## src/rtl/dma_capture_engine.sv

```systemverilog
// dma_capture_engine
// Captures a qualified sample stream into a FIFO and writes it to memory as
// fixed-length AXI4 INCR bursts starting at BASE_ADDR. One capture is
// NUM_BURSTS bursts; bresp errors and FIFO overruns are reported as sticky
// status bits that clear when the next capture starts.
// Optional build macro: DMA_RING_MODE_EN -- the address wraps back to
// BASE_ADDR after the last burst and capture keeps running until stop_i is
// seen; the burst in progress then completes and the engine finishes.
module dma_capture_engine #(
  parameter int          DATA_W     = 64,
  parameter int          BURST_LEN  = 16,
  parameter int          NUM_BURSTS = 8,
  parameter logic [31:0] BASE_ADDR  = 32'h1000_0000,
  parameter int          FIFO_DEPTH = 32
) (
  input  logic                aclk,
  input  logic                rst_i,
  input  logic                start_i,
  input  logic                stop_i,
  input  logic [DATA_W-1:0]   data_i,
  input  logic                valid_i,
  output logic [31:0]         m_axi_awaddr,
  output logic [3:0]          m_axi_awlen,
  output logic [2:0]          m_axi_awsize,
  output logic [1:0]          m_axi_awburst,
  output logic                m_axi_awvalid,
  input  logic                m_axi_awready,
  output logic [DATA_W-1:0]   m_axi_wdata,
  output logic [DATA_W/8-1:0] m_axi_wstrb,
  output logic                m_axi_wlast,
  output logic                m_axi_wvalid,
  input  logic                m_axi_wready,
  input  logic                m_axi_bvalid,
  input  logic [1:0]          m_axi_bresp,
  output logic                m_axi_bready,
  output logic                busy_o,
  output logic                finished_o,
  output logic                overflow_o,
  output logic                error_o
);

  localparam int PTR_W  = $clog2(FIFO_DEPTH);
  localparam int CNT_W  = PTR_W + 1;
  localparam int BEAT_W = (BURST_LEN > 1) ? $clog2(BURST_LEN) : 1;
  localparam int STRB_W = DATA_W / 8;

  localparam logic [31:0]       BURST_BYTES = 32'(BURST_LEN * STRB_W);
  localparam logic [31:0]       LAST_BURST  = 32'(NUM_BURSTS - 1);
  localparam logic [BEAT_W-1:0] LAST_BEAT   = BEAT_W'(BURST_LEN - 1);
  localparam logic [CNT_W-1:0]  FULL_CNT    = CNT_W'(FIFO_DEPTH);
  localparam logic [CNT_W-1:0]  BURST_CNT   = CNT_W'(BURST_LEN);
  localparam logic [2:0]        AW_SIZE     = 3'($clog2(STRB_W));

  localparam logic [2:0] ST_IDLE = 3'd0;
  localparam logic [2:0] ST_FILL = 3'd1;
  localparam logic [2:0] ST_ADDR = 3'd2;
  localparam logic [2:0] ST_DATA = 3'd3;
  localparam logic [2:0] ST_RESP = 3'd4;
  localparam logic [2:0] ST_DONE = 3'd5;

  logic [DATA_W-1:0] fifo_mem_q [FIFO_DEPTH];

  logic [2:0]        state_q, state_d;
  logic [PTR_W-1:0]  wr_ptr_q, wr_ptr_d;
  logic [PTR_W-1:0]  rd_ptr_q, rd_ptr_d;
  logic [CNT_W-1:0]  count_q, count_d;
  logic [BEAT_W-1:0] beat_q, beat_d;
  logic [31:0]       burst_q, burst_d;
  logic [31:0]       addr_q, addr_d;
  logic              overflow_q, overflow_d;
  logic              error_q, error_d;
  logic              awvalid_q, wvalid_q, wlast_q, bready_q, busy_q, finished_q;

  logic              start_s, capture_s, full_s, push_s, pop_s, last_burst_s;
  logic              end_capture_s;

`ifdef DMA_RING_MODE_EN
  logic              stop_q, stop_d;

  // Samples are taken until stop is latched; the burst still filling keeps collecting.
  assign capture_s = (state_q != ST_IDLE) && (state_q != ST_DONE) &&
                     (!stop_q || (state_q == ST_FILL));
  // Finish after the current B once stop has been seen (including this cycle).
  assign end_capture_s = stop_q | stop_i;
`else
  logic [31:0]       accepted_q, accepted_d;
  logic              unused_stop_s;

  // Single shot: stop_i has no function in this build.
  assign unused_stop_s = stop_i;
  // Samples are taken until a full capture's worth has been accepted.
  assign capture_s = (state_q != ST_IDLE) && (state_q != ST_DONE) &&
                     (accepted_q < 32'(NUM_BURSTS * BURST_LEN));
  assign end_capture_s = last_burst_s;
`endif

  assign start_s      = (state_q == ST_IDLE) && start_i;
  assign full_s       = (count_q == FULL_CNT);
  assign push_s       = capture_s && valid_i && !full_s;
  assign pop_s        = wvalid_q && m_axi_wready;
  assign last_burst_s = (burst_q == LAST_BURST);

  // Next-state and datapath update for FSM, FIFO pointers, counters and status.
  always_comb begin
    state_d    = state_q;
    wr_ptr_d   = wr_ptr_q;
    rd_ptr_d   = rd_ptr_q;
    count_d    = count_q;
    beat_d     = beat_q;
    burst_d    = burst_q;
    addr_d     = addr_q;
    overflow_d = overflow_q;
    error_d    = error_q;
`ifdef DMA_RING_MODE_EN
    stop_d     = stop_q;
`else
    accepted_d = accepted_q;
`endif
    if (start_s) begin
      // A new capture starts from a clean FIFO and clean status.
      state_d    = ST_FILL;
      wr_ptr_d   = '0;
      rd_ptr_d   = '0;
      count_d    = '0;
      beat_d     = '0;
      burst_d    = 32'd0;
      addr_d     = BASE_ADDR;
      overflow_d = 1'b0;
      error_d    = 1'b0;
`ifdef DMA_RING_MODE_EN
      stop_d     = 1'b0;
`else
      accepted_d = 32'd0;
`endif
    end else begin
      if (push_s) begin
        wr_ptr_d = wr_ptr_q + PTR_W'(1);
`ifndef DMA_RING_MODE_EN
        accepted_d = accepted_q + 32'd1;
`endif
      end else begin
        wr_ptr_d = wr_ptr_q;
      end
      // A sample arriving at a full FIFO is lost, even if a pop happens this cycle.
      if (capture_s && valid_i && full_s) begin
        overflow_d = 1'b1;
      end else begin
        overflow_d = overflow_q;
      end
      if (pop_s) begin
        rd_ptr_d = rd_ptr_q + PTR_W'(1);
        beat_d   = (beat_q == LAST_BEAT) ? '0 : beat_q + BEAT_W'(1);
      end else begin
        rd_ptr_d = rd_ptr_q;
        beat_d   = beat_q;
      end
      case ({push_s, pop_s})
        2'b10:   count_d = count_q + CNT_W'(1);
        2'b01:   count_d = count_q - CNT_W'(1);
        default: count_d = count_q;
      endcase
`ifdef DMA_RING_MODE_EN
      if ((state_q != ST_IDLE) && stop_i) begin
        stop_d = 1'b1;
      end else begin
        stop_d = stop_q;
      end
`endif
      case (state_q)
        ST_IDLE: state_d = ST_IDLE;
        ST_FILL: begin
          if (count_q >= BURST_CNT) begin
            state_d = ST_ADDR;
          end else begin
            state_d = ST_FILL;
          end
        end
        ST_ADDR: begin
          if (m_axi_awready) begin
            state_d = ST_DATA;
          end else begin
            state_d = ST_ADDR;
          end
        end
        ST_DATA: begin
          if (pop_s && (beat_q == LAST_BEAT)) begin
            state_d = ST_RESP;
          end else begin
            state_d = ST_DATA;
          end
        end
        ST_RESP: begin
          if (m_axi_bvalid) begin
            if (m_axi_bresp != 2'b00) begin
              error_d = 1'b1;
            end else begin
              error_d = error_q;
            end
`ifdef DMA_RING_MODE_EN
            if (last_burst_s) begin
              addr_d  = BASE_ADDR;
              burst_d = 32'd0;
            end else begin
              addr_d  = addr_q + BURST_BYTES;
              burst_d = burst_q + 32'd1;
            end
`else
            addr_d  = addr_q + BURST_BYTES;
            burst_d = burst_q + 32'd1;
`endif
            state_d = end_capture_s ? ST_DONE : ST_FILL;
          end else begin
            state_d = ST_RESP;
          end
        end
        ST_DONE: state_d = ST_IDLE;
        default: state_d = ST_IDLE;
      endcase
    end
  end

  // State, counters, status and registered AXI/status outputs.
  always_ff @(posedge aclk or posedge rst_i) begin
    if (rst_i) begin
      state_q    <= ST_IDLE;
      wr_ptr_q   <= '0;
      rd_ptr_q   <= '0;
      count_q    <= '0;
      beat_q     <= '0;
      burst_q    <= 32'd0;
      addr_q     <= BASE_ADDR;
      overflow_q <= 1'b0;
      error_q    <= 1'b0;
      awvalid_q  <= 1'b0;
      wvalid_q   <= 1'b0;
      wlast_q    <= 1'b0;
      bready_q   <= 1'b0;
      busy_q     <= 1'b0;
      finished_q <= 1'b0;
`ifdef DMA_RING_MODE_EN
      stop_q     <= 1'b0;
`else
      accepted_q <= 32'd0;
`endif
    end else begin
      state_q    <= state_d;
      wr_ptr_q   <= wr_ptr_d;
      rd_ptr_q   <= rd_ptr_d;
      count_q    <= count_d;
      beat_q     <= beat_d;
      burst_q    <= burst_d;
      addr_q     <= addr_d;
      overflow_q <= overflow_d;
      error_q    <= error_d;
      awvalid_q  <= (state_d == ST_ADDR);
      wvalid_q   <= (state_d == ST_DATA);
      wlast_q    <= (state_d == ST_DATA) && (beat_d == LAST_BEAT);
      bready_q   <= (state_d == ST_RESP);
      busy_q     <= (state_d != ST_IDLE);
      finished_q <= (state_d == ST_DONE);
`ifdef DMA_RING_MODE_EN
      stop_q     <= stop_d;
`else
      accepted_q <= accepted_d;
`endif
    end
  end

  // Sample storage; contents need no reset since the pointers define validity.
  always_ff @(posedge aclk) begin
    if (push_s) begin
      fifo_mem_q[wr_ptr_q] <= data_i;
    end
  end

  assign m_axi_awaddr  = addr_q;
  assign m_axi_awlen   = 4'(BURST_LEN - 1);
  assign m_axi_awsize  = AW_SIZE;
  assign m_axi_awburst = 2'b01;
  assign m_axi_awvalid = awvalid_q;
  assign m_axi_wdata   = fifo_mem_q[rd_ptr_q];
  assign m_axi_wstrb   = {STRB_W{1'b1}};
  assign m_axi_wlast   = wlast_q;
  assign m_axi_wvalid  = wvalid_q;
  assign m_axi_bready  = bready_q;
  assign busy_o        = busy_q;
  assign finished_o    = finished_q;
  assign overflow_o    = overflow_q;
  assign error_o       = error_q;

endmodule

```

## config.mk

```make
export PLATFORM = sky130hd
export DESIGN_NAME = dma_capture_engine
export DESIGN_NICKNAME = d
export VERILOG_FILES = /design/src/rtl/dma_capture_engine.sv
export SDC_FILE = /design/constraint.sdc
export NUM_CORES = 2
export LEC_CHECK = 0
export ABC_AREA = 1
export ABC_CLOCK_PERIOD_IN_PS = 11300
export BUFFER_PORTS_ARGS = -buffer_cell sky130_fd_sc_hd__buf_2
export CORE_AREA = 2 2 397 399
export CTS_BUF_LIST = sky130_fd_sc_hd__clkbuf_8
export CTS_CLUSTER_DIAMETER = 30
export CTS_CLUSTER_SIZE = 8
export DETAILED_ROUTE_END_ITERATION = 10
export DIE_AREA = 0 0 399 401
export PLACE_DENSITY = 0.71
export SETUP_SLACK_MARGIN = 0.1
export SLEW_MARGIN = 20
export SYNTH_ARGS = -nofsm -noshare
export SYNTH_HDL_FRONTEND = slang
export SYNTH_SLANG_ARGS = --single-unit
export TNS_END_PERCENT = 5
```

## constraint.sdc

```tcl
create_clock -name aclk -period 11.3 [get_ports aclk]
set_clock_uncertainty 0.1 [all_clocks]
set_input_delay 0 -clock aclk [delete_from_list [all_inputs] [get_ports aclk]]
set_output_delay 0 -clock aclk [all_outputs]
set_load 0.01 [all_outputs]
```

Word level (Yosys, flattened, before mapping)
Memory sizes are Yosys's and may differ from the RTL's.
Cells that the tools add are included.
{ "classes": {"n_eq_ne": 15, "n_shift": 0, "div": 0, "bitwise_logic": 0, "n_addsub": 8, "n_mul": 0, "n_reduce_logical": 23, "magnitude_cmp": 2, "mux": 32} }
{ "ops": {"columns": ["op", "n"], "rows": [
  ["two-way mux 32 bit", 8],
  ["adder 32 x 1 -> 32 bit (second input constant)", 2],
  ["adder 32 x 8 -> 32 bit (second input constant)", 1],
  ["equality test 32 x 3 -> 1 bit (second input constant)", 1],
  ["less-than comparator 32 x 8 -> 1 bit (second input constant)", 1],
  ["two-way mux 5 bit", 4],
  ["nonzero test 2 bit", 7],
  ["equality test 3 x 2 -> 1 bit (second input constant)", 4],
  ["two-way mux 3 bit", 4],
  ["two-way mux 4 bit", 3],
  ["case mux 3 bit (4 select lines)", 1],
  ["case mux 6 bit (2 select lines)", 1],
  ["adder 5 x 1 -> 5 bit (second input constant)", 2],
  ["equality test 3 bit (second input constant)", 3],
  ["logical AND 1 bit", 9],
  ["two-way mux 1 bit", 9],
  ["nonzero test 3 bit", 3],
  ["equality test 4 bit (second input constant)", 2],
  ["adder 6 x 1 -> 6 bit (second input constant)", 1],
  ["equality test 6 bit (second input constant)", 1],
  [">= comparator 6 x 5 -> 1 bit (second input constant)", 1],
  ["two-way mux 6 bit", 1],
  ["subtractor 6 x 1 -> 6 bit (second input constant)", 1],
  ["adder 4 x 1 -> 4 bit (second input constant)", 1],
  ["other kinds (9)", 9]
]} }
{ "word_totals": {"n_memories": 1, "ff_bits": 127, "latch_bits": 0, "wordCells": 97, "inputBits": 74, "ramBits": 2048, "romBits": 0} }
{ "memory_table": {"columns": ["name", "words", "width", "read_ports", "rd_clocked_by_memory_dff", "wr", "line", "text"], "rows": [
  ["fifo_mem_q", 32, 64, 1, 0, 1, "61", "logic [DATA_W-1:0] fifo_mem_q [FIFO_DEPTH];"]
]} }

Logic depth before layout (Yosys ltp)
{ "logic_depth": {"word_depth": 8, "mapped_depth": 18, "depth_no_buf": 18} }

Worst setup path before layout
No wires, ideal clock.
{ "synth_timing": {"path_type": "register to register", "start": "register accepted_q[10]", "end": "memory fifo_mem_q[23][0] (enable)", "arrival_ns": 5.514, "slack_ns": 5.121, "period_less_slack_ns": 6.179, "required_time_ns": 10.635, "path_stages_with_launch": 9, "path_cell_list": "dfrtp_1 -> or2_0 -> nor2_1 -> nand3_1 -> nor2_1 -> nand2_1 -> inv_1 -> nand3_1 -> nor3_1"} }
{ "synth_between": {"elab_chain_len": 6} }
{ "synth_lines": {"columns": ["item", "line", "text"], "rows": [
  ["from (decl)", "86", "logic [31:0] accepted_q, accepted_d;"],
  ["from (signal assigned)", "264", "accepted_q <= accepted_d;"],
  ["less-than comparator 32 x 8 -> 1 bit", "93", "(accepted_q < 32'(NUM_BURSTS * BURST_LEN));"],
  ["logical AND 1 bit", "92", "assign capture_s = (state_q != ST_IDLE) && (state_q != ST_DONE) &&"],
  ["logical AND 1 bit (2 in a row)", "99", "assign push_s = capture_s && valid_i && !full_s;"],
  ["two-way mux 1 bit", "271", "if (push_s) begin"],
  ["two-way mux 1 bit (implied by the code)", "272", "fifo_mem_q[wr_ptr_q] <= data_i;"],
  ["to (decl)", "61", null]
]} }
No other way between the ends.

Worst setup path in the final report
{ "layout_timing": {"start": "register rd_ptr_q[0]", "end": "output m_axi_wdata[16]"} }
{ "layout_between": {"elab_chain_len": 1} }
{ "layout_lines": {"columns": ["item", "line", "text"], "rows": [
  ["from (decl)", "65", "logic [PTR_W-1:0] rd_ptr_q, rd_ptr_d;"],
  ["from (signal assigned)", "248", "rd_ptr_q <= rd_ptr_d;"],
  ["memory (32 x 64 bit)", null, null],
  ["to (decl)", "28", "output logic [DATA_W-1:0] m_axi_wdata,"]
]} }
No other way between the ends.

==> metrics.txt <==
vias 57,120; Top delay family on crit path buffers and inverters; sequential-to-total area share from yosys stat 75.57%; antenna viol nets, final 0; Reg2Reg Setup Slack 6.86 ns; largest net degree at the start of global routing 255; max_cap viols 0; CTS Buffer Depth 4; IO Port Bufs 169; period utilization 50.38%; placed inst area 87,830 um^2; top-area cell type share of the netlist area 72.05%; largest family of logic cells by synthesized area compound AO/OA/AOI/OAI gates; leak pwr 33.29 nW; critical path type reg -> out; pwr dens 235.1 nW/um^2; HP Class in -> reg; Area growth, synth to finish 14.88%; Ys Warns 0; utilization after layout 62.99%; CP endpoint m_axi_wdata[16]; Total Routed Length 234.6 mm; fin crit period 5.693 ns; largest cells by area after synthesis edfxtp_1 72%, o21ai_0 6.2%, nor2_1 5.2%; Worst path max stage delay 0.88 ns; Max IR drop VDD 0.2389 mV; Combinational Power Share 24.9%; die height 401 um; Post-CTS Hold Fix Bufs 144; r2r endpoint fifo_mem_q[25][61]; core area 155,700 um^2; area leader, netlist edfxtp_1; gr ovfl total 0; CP startpoint kind flop; Crit. End Element output pin; Main synth FF type edfxtp_1; final-report hold violation count 0; total power 0.02305 W; Sink Count 2,168; Post-Syn Instances 6,439; vias in the first global route 54,980; CP most frequent cell buf_12; initial core utilization 54.83%; Pint 0.01546 W; crit-path max FO 224; Slew Viols, Final 0; critical path depth 10; Crit Reg-Reg Startpoint accepted_q[10]; Seq cells post-synth 2,168; first-pass GRT wire length 343.4 mm; crit-path cells buf_12 -> buf_12 -> buf_12 -> o21ai_0 -> o22ai_1 -> nand2_1 -> nand3_1 -> a31oi_1 -> a31oi_1 -> buf_2; Clk pwr share 34.9%; status finished clean; Switch Pwr 0.007590 W; final setup fails 0; Post-synth EDFFs 2,048; share of cells above drive strength 1 13.43%; RSZ-0062 raised after global routing false; crit path launch rd_ptr_q[0]; worst endpoint required time 11.20 ns; drc violations 0; Nets 6,929; Synth Area in Simple Gates 8.458%; TritonCTS buffer count 433; Worst-Margin Slew 1.409 ns; slowest stage cell, crit path dfrtp_4; CTS root buf clkbuf_8; ys async rst share 5.535%; post-synthesis compound-gate area fraction 12.49%; Initial DRT Pass Iterations 6; H-tree levels 5; Fill cells 11,290; postcts setup bufs 0; drt wl/cell 25.41 um; GRT Overall Usage 28.82%; Max-slew headroom 6.085%; DRT iter0 DRCs 7,544; sequential power share 40.2%; Rows 145; adder-cell area share of the yosys netlist 0.1759%; Die X 399 um; final instance area 98,060 um^2; full die area 160,000 um^2; Clock Latency Late Sink 1.05 ns; commonest non-fill, non-tap cell in the layout edfxtp_1; leading cell types in the layout, fill and taps excluded 2,048 x edfxtp_1, 1,150 x nor2_1, 1,060 x o21ai_0, 442 x clkbuf_8, 339 x o22ai_1; worst hold margin 0.05426 ns; critical path arrival 5.59 ns; IO Pins 195; reg2reg path depth 10; buffers plus inverters on the worst setup path 4; detailed placement HPWL 107.8 mm; Avg Vias per Cell 6.187; CTS resizes 0; CTS tree done; initial antenna violation count 22; mux contribution to synthesized area 0%; Final GP Congestion 0.7832; Syn Std Cell Area 85,360 um^2; syn_area_per_cell 13.26 um^2; Distinct cells, synth 56; Net Sw Frac 32.93%; Clock transition at path regs 0.06 ns; total negative slack 0 ns; Synth Area in XOR/XNOR 0.07183%; maximum clock rate 175.6 MHz
## metal layers
layer,track usage (%),vias up,routed length [um]
li1,-,24960,-
met1,38.97,28160,89420
met2,46.74,3393,113200
met3,5.298,591,24040
met4,10.97,10,7877
met5,0,-,63
## final cells by class
| class | instances | area (um^2) | area share (%) |
|---|---|---|---|
| Clock buffer | 442 | 6083 | 6.204 |
| Sequential cell | 2168 | 64520 | 65.80 |
| Antenna cell | 12 | 30.03 | 0.03062 |
| Clock inverter | 313 | 2669 | 2.722 |
| Inverter | 143 | 589.3 | 0.6010 |
| Tap cell | 2058 | 2575 | 2.626 |
| Timing Repair Buffer | 412 | 3163 | 3.226 |
| Multi-Input combinational cell | 3685 | 18430 | 18.79 |
## per-stage QoR
| step | setup slack (ns) | instances |
|---|---|---|
| 6_report | 5.607 | 9233 |
| 5_1_grt | 5.313 | 9228 |
| 4_1_cts | 5.461 | 9220 |
| 3_5_place_dp | 6.580 | 8321 |
| 3_3_place_gp | 6.665 | 8321 |
| 2_1_floorplan | 5.121 | 6461 |
## worst min-delay path by stage
stage / start / end / cells after the start
after global routing: data_i[41] / fifo_mem_q[31][41] / 3
after CTS: data_i[38] / fifo_mem_q[27][38] / 2
after global placement: rst_i / error_o / 2
final: data_i[29] / fifo_mem_q[19][29] / 3
after floorplan: data_i[0] / fifo_mem_q[0][0] / 0
after detailed placement: rst_i / error_o / 2
## power by group through the flow
stage          Sequential (W)  Clock [W]  Combinational [W]
2_1_floorplan         0.00934          0            0.00387
3_3_place_gp          0.00941          0            0.00545
3_5_place_dp          0.00942          0            0.00558
4_1_cts               0.00926    0.00812            0.00565
5_1_grt               0.00928    0.00848            0.00625
6_report              0.00926    0.00806            0.00573
## cells by family after synthesis
kind of cell,count (synthesis)
compound gates,1860
xor+xnor,7
fa+ha+maj,12
buf+inv,608
flops,2168
other cells,2
simple gates,1782
## synth_stat cells, types with 16 or more instances
cell / count
nand2_1: 339
buf_4: 59
o21ai_0: 1060
inv_1: 128
o21ai_1: 59
clkbuf_1: 289
o22ai_1: 339
a21oi_1: 91
dfrtp_1: 119
nand3_1: 132
a211oi_1: 30
buf_1: 18
edfxtp_1: 2048
o211ai_1: 16
o221ai_1: 173
nor3_1: 54
nor2_1: 1181
buf_6: 18
a31oi_1: 71
nand4_1: 32
buf_2: 80
## flip-flops by register name, summed over array words and instances (netlist names)
register       cells
m_axi_wvalid       1
fifo_mem_q      2048
rd_ptr_q           5
burst_q           32
m_axi_awvalid      1
busy_o             1
count_q            6
wr_ptr_q           5
m_axi_wlast        1
accepted_q        32
error_o            1
m_axi_bready       1
finished_o         1
beat_q             4
overflow_o         1
state_q            3
m_axi_awaddr      25
## tightest hold or removal path: cells and delay by family
kind / cells / cell delay, ns
buffers and inverters: 3 / 0.96
No activity file was read; power rests on OpenSTA's default activity.
